### src/rtl/tx_cpu_writer.sv
// tx_cpu_writer
// Packetizes Avalon-MM register writes from the HPS into a 64-bit packet
// stream feeding the CPU side of the TX buffer. Two 32-bit writes form one
// beat (WORD0 then WORD1, where WORD1 commits). A CTRL write arms EOP and the
// empty-byte count for the next commit. Packets that reach MAX_BEATS are cut
// with a forced EOP. The rest of that packet is then dropped until the CPU's
// own EOP commit.
//
// Ports:
//   clk_i, rst_n_i      clock, asynchronous active-low reset
//   amm_address_i       0 WORD0, 1 WORD1, 2 CTRL, 3 STATUS
//   amm_write_i         write strobe, with amm_writedata_i
//   amm_read_i          read strobe; amm_readdata_o is valid one cycle later
//   amm_waitrequest_o   stalls a WORD1 write while the output beat is blocked
//   pkt_data_o          beat data, byte 0 in [63:56]
//   pkt_sop_o/eop_o     packet delimiters
//   pkt_mod_o           empty bytes in the EOP beat
//   pkt_val_o           beat valid
//   pkt_ready_i         downstream ready
module tx_cpu_writer #(
  parameter int unsigned MAX_BEATS = 190,
  parameter int unsigned CNT_W     = 16
) (
  input  logic        clk_i,
  input  logic        rst_n_i,
  input  logic [1:0]  amm_address_i,
  input  logic        amm_write_i,
  input  logic [31:0] amm_writedata_i,
  input  logic        amm_read_i,
  output logic [31:0] amm_readdata_o,
  output logic        amm_waitrequest_o,
  output logic [63:0] pkt_data_o,
  output logic        pkt_sop_o,
  output logic        pkt_eop_o,
  output logic [2:0]  pkt_mod_o,
  output logic        pkt_val_o,
  input  logic        pkt_ready_i
);

  typedef enum logic [1:0] {
    ST_IDLE    = 2'd0,
    ST_PKT     = 2'd1,
    ST_DISCARD = 2'd2
  } state_t;

  state_t           state, state_next;
  logic [31:0]      word0;
  logic [2:0]       mod;
  logic             eop_arm;
  logic             ovf;
  logic [15:0]      beat_cnt, beat_cnt_next;
  logic [16:0]      beat_inc;
  logic [CNT_W-1:0] pkt_cnt;
  logic [31:0]      cnt_ext;
  logic [31:0]      rd_mux;

  logic wr_word0, wr_word1, wr_ctrl;
  logic commit, drain;
  logic emit, emit_sop, emit_eop, set_ovf;
  logic [2:0] emit_mod;
  logic unused_bits;

  assign wr_word0 = amm_write_i && (amm_address_i == 2'd0);
  assign wr_word1 = amm_write_i && (amm_address_i == 2'd1);
  assign wr_ctrl  = amm_write_i && (amm_address_i == 2'd2);

  // Discarded commits never load the holding register, so they are never stalled.
  assign amm_waitrequest_o = wr_word1 && pkt_val_o && !pkt_ready_i && (state != ST_DISCARD);
  assign commit = wr_word1 && !amm_waitrequest_o;
  assign drain  = pkt_val_o && pkt_ready_i;

  assign beat_inc = {1'b0, beat_cnt} + 17'd1;

  // Next state and the beat to emit, assuming a commit happens this cycle.
  always_comb begin
    state_next    = state;
    beat_cnt_next = beat_cnt;
    emit          = 1'b0;
    emit_sop      = 1'b0;
    emit_eop      = 1'b0;
    emit_mod      = 3'd0;
    set_ovf       = 1'b0;
    case (state)
      ST_IDLE: begin
        emit     = 1'b1;
        emit_sop = 1'b1;
        if (eop_arm) begin
          emit_eop = 1'b1;
          emit_mod = mod;
        end else begin
          beat_cnt_next = 16'd1;
          state_next    = ST_PKT;
        end
      end
      ST_PKT: begin
        emit          = 1'b1;
        beat_cnt_next = beat_inc[15:0];
        if (eop_arm) begin
          emit_eop   = 1'b1;
          emit_mod   = mod;
          state_next = ST_IDLE;
        end else if (beat_inc == 17'(MAX_BEATS)) begin
          // Truncate an over-length packet: forced EOP with no empty bytes.
          emit_eop   = 1'b1;
          set_ovf    = 1'b1;
          state_next = ST_DISCARD;
        end
      end
      ST_DISCARD: begin
        if (eop_arm) state_next = ST_IDLE;
      end
      default: state_next = ST_IDLE;
    endcase
  end

  // Control registers. A CTRL write takes priority over the post-commit
  // clear, so it lands after any commit in the same cycle.
  always_ff @(posedge clk_i or negedge rst_n_i) begin
    if (!rst_n_i) begin
      state    <= ST_IDLE;
      beat_cnt <= '0;
      word0    <= '0;
      mod      <= '0;
      eop_arm  <= 1'b0;
      ovf      <= 1'b0;
    end else begin
      if (commit) begin
        state    <= state_next;
        beat_cnt <= beat_cnt_next;
      end
      if (wr_word0) word0 <= amm_writedata_i;
      if (wr_ctrl) begin
        mod     <= amm_writedata_i[2:0];
        eop_arm <= amm_writedata_i[3];
      end else if (commit) begin
        mod     <= '0;
        eop_arm <= 1'b0;
      end
      // A new overflow beats a simultaneous clear.
      if (commit && set_ovf)                   ovf <= 1'b1;
      else if (wr_ctrl && amm_writedata_i[8])  ovf <= 1'b0;
    end
  end

  // Single holding register. A load replaces the drained beat in the same
  // cycle, which sustains one beat per clock.
  always_ff @(posedge clk_i or negedge rst_n_i) begin
    if (!rst_n_i) begin
      pkt_val_o  <= 1'b0;
      pkt_data_o <= '0;
      pkt_sop_o  <= 1'b0;
      pkt_eop_o  <= 1'b0;
      pkt_mod_o  <= '0;
    end else if (commit && emit) begin
      pkt_val_o  <= 1'b1;
      pkt_data_o <= {word0, amm_writedata_i};
      pkt_sop_o  <= emit_sop;
      pkt_eop_o  <= emit_eop;
      pkt_mod_o  <= emit_mod;
    end else if (drain) begin
      pkt_val_o  <= 1'b0;
    end
  end

  always_ff @(posedge clk_i or negedge rst_n_i) begin
    if (!rst_n_i)               pkt_cnt <= '0;
    else if (drain && pkt_eop_o) pkt_cnt <= pkt_cnt + CNT_W'(1);
  end

  assign cnt_ext = 32'(pkt_cnt);

  always_comb begin
    rd_mux = '0;
    case (amm_address_i)
      2'd2: rd_mux = {23'b0, ovf, 4'b0, eop_arm, mod};
      2'd3: rd_mux = {cnt_ext[15:0], 12'b0, ovf, 2'(state), pkt_val_o};
      default: rd_mux = '0;
    endcase
  end

  always_ff @(posedge clk_i or negedge rst_n_i) begin
    if (!rst_n_i)        amm_readdata_o <= '0;
    else if (amm_read_i) amm_readdata_o <= rd_mux;
  end

  assign unused_bits = ^{amm_writedata_i[31:9], amm_writedata_i[7:4], cnt_ext[31:16], beat_inc[16]};

endmodule

### config.mk
export PLATFORM = sky130hd
export DESIGN_NAME = tx_cpu_writer
export DESIGN_NICKNAME = d
export VERILOG_FILES = /design/src/rtl/tx_cpu_writer.sv
export SDC_FILE = /design/constraint.sdc
export NUM_CORES = 1
export LEC_CHECK = 0
export ABC_AREA = 1
export BUFFER_PORTS_ARGS = -buffer_cell sky130_fd_sc_hd__buf_4
export CORE_MARGIN = 4
export CORE_UTILIZATION = 50
export DETAILED_ROUTE_END_ITERATION = 8
export PLACE_DENSITY = 0.74
export SLEW_MARGIN = 20
export SYNTH_ARGS = -nofsm -noshare
export SYNTH_HDL_FRONTEND = slang
export SYNTH_SLANG_ARGS = --single-unit
### constraint.sdc
create_clock -name clk_i -period 2.1 [get_ports clk_i]
set_input_delay 0.42 -clock clk_i [delete_from_list [all_inputs] [get_ports clk_i]]
set_output_delay 0.42 -clock clk_i [all_outputs]
set_load 0.02 [all_outputs]
==> flow_summary.ini, run 1 <==
[placement]
io_buffer_count = 130
dp_hpwl_um = 11170
gp_congestion = 0.9331

[power]
ir_drop_uv = 662.6
p_leak_nw = 4.472
power_density_mw_per_mm2 = 1089

[cts]
h-tree-depth = 4
cts_inserted_buffers = 17
clock-sinks = 162
insertion_delay_ns = 0.42
cts_tree = done
cts-root-buf = clkbuf_16
holdBufCountCts = 0
clockBufferDepth = 2
clk_pin_slew_ns = 0.06

[yosys]
ys_warn_count = 0
avgSynthCellArea_um2 = 8.823
syn_inst = 777
ys_ff_latch = 162
syn_area_mm2 = 0.006855
yosysSeqAreaShare_pct = 59.13
ys_types = 32

[setup_path]
reg2reg_from = state[0]
slowest_stage = dfrtp_1
critPathLaunchType = flop
critical_path.max_fanout = 15
cpLargestDelayFamily = simple AND/OR/NAND/NOR gates
cpMostUsedCell = nand2_1
end_kind = flop
path_cells = inv_1 > nand2_1 > nand2_1 > nor2_1 > nor2_2 > inv_2 > nor2_4 > nand2_1 > inv_1 > o22ai_1
worstPathArrival_ns = 2.19
critPathMaxStageDelay_ns = 0.41
rr_endpoint = beat_cnt[11]
critical_path_class = reg -> reg
crit_required_ns = 2.37
path_buf_inv = 3
r2r_slack_ns = 0.19
r2r_cells = 10

[sta]
setup_tns_ns = 0
fin_crit_sh_pct = 91.14
hold_viol = 49
worst_pin_slew_ns = 0.6772
slew_headroom_pct = 54.74
period_minus_slack_ns = 1.914
slew_viol_final = 0
skew_ns = 0.005648
setup_viol = 0
fmax_ghz = 0.5225
whs_ns = -0.01067

[route]
initialDrtViolationCount = 334
ant_nets = 0
wl_per_cell_um = 14.15
vias = 5447
drc_errors = 0
drt_pass1_iterations = 4
totalWireLength_um = 15610
via_per_inst = 4.938

[global_routing]
grt-ovfl-total = 0
top_usage_layer = met2
antenna_found_initial = 0
grt_pass1_wl_um = 25990
grt_pass1_vias = 5196
use_met3_pct = 6.823
grt_usage_pct = 20.32
grt_max_degree = 57
grt_use_met1_pct = 28.40
grtUsageMet2_pct = 30.62

[die]
dieArea_mm2 = 0.01565
die_w_um = 125.1
ios = 142
core-area_mm2 = 0.01335
start_util_pct = 51.36
rows = 42
die_height_um = 125.1

[job]
drv_cap = 0

[final_layout]
antennaDiodeCount = 0
nFillCells = 1173
drive_gt1_share_pct = 21.14
final_util_pct = 64.66
synthToLayoutAreaGrowth_pct = 25.90
nets = 956

[run_status]
status = finished with violations
violations = negative hold slack

[min_path]
hold_class = in -> async
## metal layers
layer	share of wire, %	vias up
li1	-	2719
met5	0	-
met3	8.2	9
met1	45	2563
met2	46	156
met4	0.79	0
## layout make-up
type                       count  area [um2]  area share [%]
sequential                   162        4055           46.98
clock inverter                 9       56.30          0.6524
timing repair buffer         147        1195           13.84
clock buffer                  23       478.0           5.538
inverter                      76       285.3           3.305
multi-input combinational    510        2341           27.12
tap                          176       220.2           2.551
## kinds of logic after synthesis
kind of cell	share of synthesized area, %
AOI/OAI and AO/OA	9.546
xor gates and xnor gates	1.916
DFF	59.13
and+or+nand+nor	21.04
buffers and inverters	7.592
other	0.05470
muxes	0.1643
adders and majority gates	0.5476
## metrics by stage
step           setup slack, ns  power, W  hold WS (ns)  instance area [um2]  instances
2_1_floorplan           0.2576  0.005552        0.1244                 6893        787
3_3_place_gp            0.2063  0.006626        0.4365                 8075       1071
3_5_place_dp            0.1382  0.006681        0.4457                 8075       1071
4_1_cts                 0.1929  0.009489     0.0002463                 8610       1103
5_1_grt               -0.02516  0.009931       0.02582                 8631       1103
6_report                0.1861  0.009403      -0.01067                 8631       1103
## cell usage in the layout (no fill, tap or decap), types with 2 or more instances in the layout
cell        Yosys  routed
nor2_2          3       6
nor3_1          4       4
inv_2           2       2
nand2_1       283     281
conb_1          1      11
clkbuf_1       17       3
nor3_2          2       2
nand2_2         0       2
xor2_1         10       9
nor2_1         34      31
nand3_1        22      22
o21ai_1        21      21
inv_1          73      73
ha_1            3       2
clkinvlp_4      0       3
xnor2_1         5       5
o21ai_0        70      70
buf_4          12     139
clkinv_2        0       5
clkbuf_8        0       3
clkbuf_16       0      17
dfrtp_1       162     161
o31ai_1         9       9
buf_12          0       7
o22ai_1        16      16
nand4_1         8       8
## synth_stat cells
library cell  instances  area, um2
nor3_2                2      20.02
buf_6                 5      56.30
or2_1                 1      6.260
nand3_1              22      110.1
o21ai_1              21      105.1
ha_1                  3      37.54
o31ai_1               9      67.56
o211ai_1              1      7.510
a21oi_2               1      8.760
buf_2                 5      25.02
inv_1                73      274.0
dfrtp_1             162       4054
mux2_2                1      11.26
o22ai_1              16      100.1
inv_2                 2      7.510
nor2_4                1      11.26
clkinv_1              1      3.750
clkbuf_1             17      63.81
xnor2_1               5      43.79
or2_2                 1      6.260
o21ai_0              70      350.3
nand4_1               8      50.05
buf_4                12      90.09
nand3_2               1      10.01
nand2_1             283       1062
nor2_1               34      127.6
o21a_1                1      7.510
conb_1                1      3.750
xor2_1               10      87.58
a22oi_1               1      7.510
nor3_1                4      20.02
nor2_2                3      18.77
## where the power goes
group	internal [W]	leakage [nW]	switching, W
Combinational	0.000975	2.13	0.00144
Sequential	0.00377	2.08	0.000441
Clock	0.00160	0.259	0.00118
## sequential cells by signal, summed over array words and instances (netlist names), 2 cells and up
signal          count
pkt_data_o         64
amm_readdata_o     21
mod                 3
pkt_mod_o           3
state               2
beat_cnt           16
word0              32
pkt_cnt            16
## how the worst max path moves through the flow
stage,to,from,cells past startpoint
5_1_grt,state[0],beat_cnt[0],16
6_report,beat_cnt[11],state[0],10
2_1_floorplan,pkt_val_o,pkt_val_o,11
3_5_place_dp,beat_cnt[5],amm_address_i[1],9
3_3_place_gp,beat_cnt[15],amm_address_i[1],9
4_1_cts,state[0],beat_cnt[0],11
## timing repair
item,CTS,global route
endpoints found under the setup margin,0,3
endpoints found under the hold margin,0,0
buffers inserted,0,0
gates resized for setup,0,7
Power figures use the tool's default switching activity.
==> run 2: changes to the inputs <==
--- a/config.mk
+++ b/config.mk
@@ -10,4 +10,5 @@
 export CORE_MARGIN = 4
 export CORE_UTILIZATION = 50
+export CTS_CLUSTER_SIZE = 10
 export DETAILED_ROUTE_END_ITERATION = 8
 export PLACE_DENSITY = 0.74
==> constraint.sdc (replaced) <==
create_clock -name clk_i -period 2.1 [get_ports clk_i]
set_input_delay 0.21 -clock clk_i [delete_from_list [all_inputs] [get_ports clk_i]]
set_output_delay 0.21 -clock clk_i [all_outputs]
set_load 0.02 [all_outputs]
==> run 2 against run 1 <==
The run now ends clean. Register-to-register slack better by 0.03 ns. Core utilization fell by 0.15 points. Cell count down 0.27%. Worst hold slack better by 0.050 ns. Clock skew is essentially flat. Count of clock-buffer cells in the layout down 1. Sequential power is essentially flat. Fmax up 1.8%. Clock power grew 13%. Final area down 0.23%. Flip-flop and latch count is the same. Critical path depth unchanged. Critical path type unchanged. Critical endpoint is now beat_cnt[3].
==> flow_summary.ini, run 2 (synthesis results as in run 1) <==
[run_status]
status = finished, final reports clean

[final_layout]
synthToLayoutAreaGrowth_pct = 25.61
final_cell_mix = 282 x nand2_1, 162 x dfrtp_1, 140 x buf_4
multi_input_area_mm2 = 0.002326
regMostFlops = pkt_data_o
regArea_mm2 = 0.004054
largest_registers = pkt_data_o x64, word0 x32, amm_readdata_o x21
nets = 954
antennaDiodeCount = 0
fin_area_mm2 = 0.008611
final_util_pct = 64.51
drive_gt1_share_pct = 20.24
final_common_cell = nand2_1
largest_register_ffs = 64
nFillCells = 1150
fin_cells = 1100

[sta]
slew_viol_final = 0
setup_tns_ns = 0
fin_crit_sh_pct = 89.56
period_minus_slack_ns = 1.881
worst_pin_slew_ns = 0.6623
fmax_ghz = 0.5317
slew_headroom_pct = 55.74
skew_ns = 0.005390
hold_viol = 0
setup_viol = 0
rsz0062_at_grt = false

[route]
drt_pass1_iterations = 5
wl_met3_um = 1218
wl_met1_um = 6914
drc_errors = 0
vias = 5425
totalWireLength_um = 15280
wl_per_cell_um = 13.89
dr.max_layer_used = met4
initialDrtViolationCount = 338
ant_nets = 0
via_per_inst = 4.932
dr_wl_met2_um = 6909

[cts]
post_cts_buffers = 0
cts_inserted_buffers = 17
cts-root-buf = clkbuf_16
h-tree-depth = 4
clk_pin_slew_ns = 0.06
clock-sinks = 162
clockBufferDepth = 2
insertion_delay_ns = 0.42
cts_tree = done

[die]
dieArea_mm2 = 0.01565
core-area_mm2 = 0.01335
ios = 142
die_height_um = 125.1
die_w_um = 125.1
start_util_pct = 51.36
rows = 42

[global_routing]
grt_pass1_wl_um = 24980
grt-ovfl-total = 0
antenna_found_initial = 0
grt_max_degree = 70
grt_usage_pct = 19.72
grt_pass1_vias = 5060

[setup_path]
critical_path_class = reg -> reg
path_buf_inv = 3
worstPathArrival_ns = 2.16
reg2reg_from = state[0]
r2r_slack_ns = 0.22
critical_path.max_fanout = 15
critPathMaxStageDelay_ns = 0.41
cpMostUsedCell = nand2_1
cpLargestDelayFamily = buffers and inverters
rr_endpoint = beat_cnt[3]
path_cells = inv_1 > nand2_1 > nand2_1 > nor2_1 > nor2_2 > inv_2 > nor2_4 > nand2_1 > inv_1 > o21ai_0
r2r_cells = 10
slowest_stage = inv_1
end_kind = flop
critPathLaunchType = flop
crit_required_ns = 2.38

[power]
power_density_mw_per_mm2 = 1132
p_leak_nw = 4.469
p_seq_share_pct = 42.9
p_sw_w = 0.003063
intPower_w = 0.006688
comb_power_share_pct = 24.8
finalPower_w = 0.009751
switching_share_pct = 31.41
p_clk_share_pct = 32.2
ir_drop_uv = 681.3

[job]
drv_cap = 0

[min_path]
hold_path_end = pkt_data_o[20]
min_from = amm_writedata_i[20]
hold_class = in -> reg
worstHoldPathCells = 3

[placement]
io_buffer_count = 130
dp_hpwl_um = 10620
post_dp_cell_area_mm2 = 0.007983
place_inst = 1067
gp_congestion = 0.9057
[run 2: changes by cell type in the layout (fill, tap and decap cells not counted), moves of 2 or more]
| cell | previous run | this run |
|---|---|---|
| clkinv_2 | 5 | 3 |
| buf_12 | 7 | 2 |
| bufinv_16 | 0 | 3 |
| dlygate4sd3_1 | 0 | 2 |
[run 2: what timing repair did]
item	CTS	global route
hold buffers	2	0
setup endpoints to repair	0	2
resized for setup	0	2
endpoints found under the hold margin	46	0
[run 2: final cells by class]
class                      instances  share of cell area [%]
clock buffer                      22                   5.507
tap                              176                   2.557
timing repair buffer             145                   13.03
inverter                          76                   3.313
clock inverter                     9                   1.497
multi-input combinational        510                   27.01
sequential                       162                   47.08
[run 2: per-stage QoR]
stage,worst slack (ns),hold slack [ns]
after floorplan,0.2576,-0.08559
after global placement,0.2733,0.1852
after detailed placement,0.2282,0.1844
after CTS,0.2236,0.02426
after global routing,0.02971,0.05270
final,0.2192,0.03896
[run 2: worst max path at each step]
stage,end,slack [ns],start,cells past startpoint
CTS,beat_cnt[3],0.22,state[0],10
finish,beat_cnt[3],0.22,state[0],10
floorplan,pkt_val_o,0.26,pkt_val_o,11
global route,state[1],0.03,beat_cnt[1],11
global placement,beat_cnt[4],0.27,state[0],10
detailed placement,beat_cnt[3],0.23,state[0],10
[run 2: metal layers]
layer | vias to the layer above | GRT usage, %
met5 | - | 0
met4 | 0 | 7.079
met3 | 20 | 7.164
met2 | 151 | 29.20
met1 | 2544 | 27.02
li1 | 2710 | -
[run 2: power groups by stage]
stage | clock, W | combinational (W) | sequential (W)
global placement | 0 | 0.00239 | 0.00422
floorplan | 0 | 0.000866 | 0.00469
CTS | 0.00320 | 0.00245 | 0.00419
finish | 0.00314 | 0.00242 | 0.00419
detailed placement | 0 | 0.00244 | 0.00422
global route | 0.00333 | 0.00268 | 0.00428
[run 2: worst register-to-register path, stage by stage, from the launching register on]
cell	delay [ns]
dfrtp_1	0.40
inv_1	0.11
nand2_1	0.07
nand2_1	0.07
nor2_1	0.05
nor2_2	0.14
inv_2	0.07
nor2_4	0.13
nand2_1	0.12
inv_1	0.41
o21ai_0	0.16
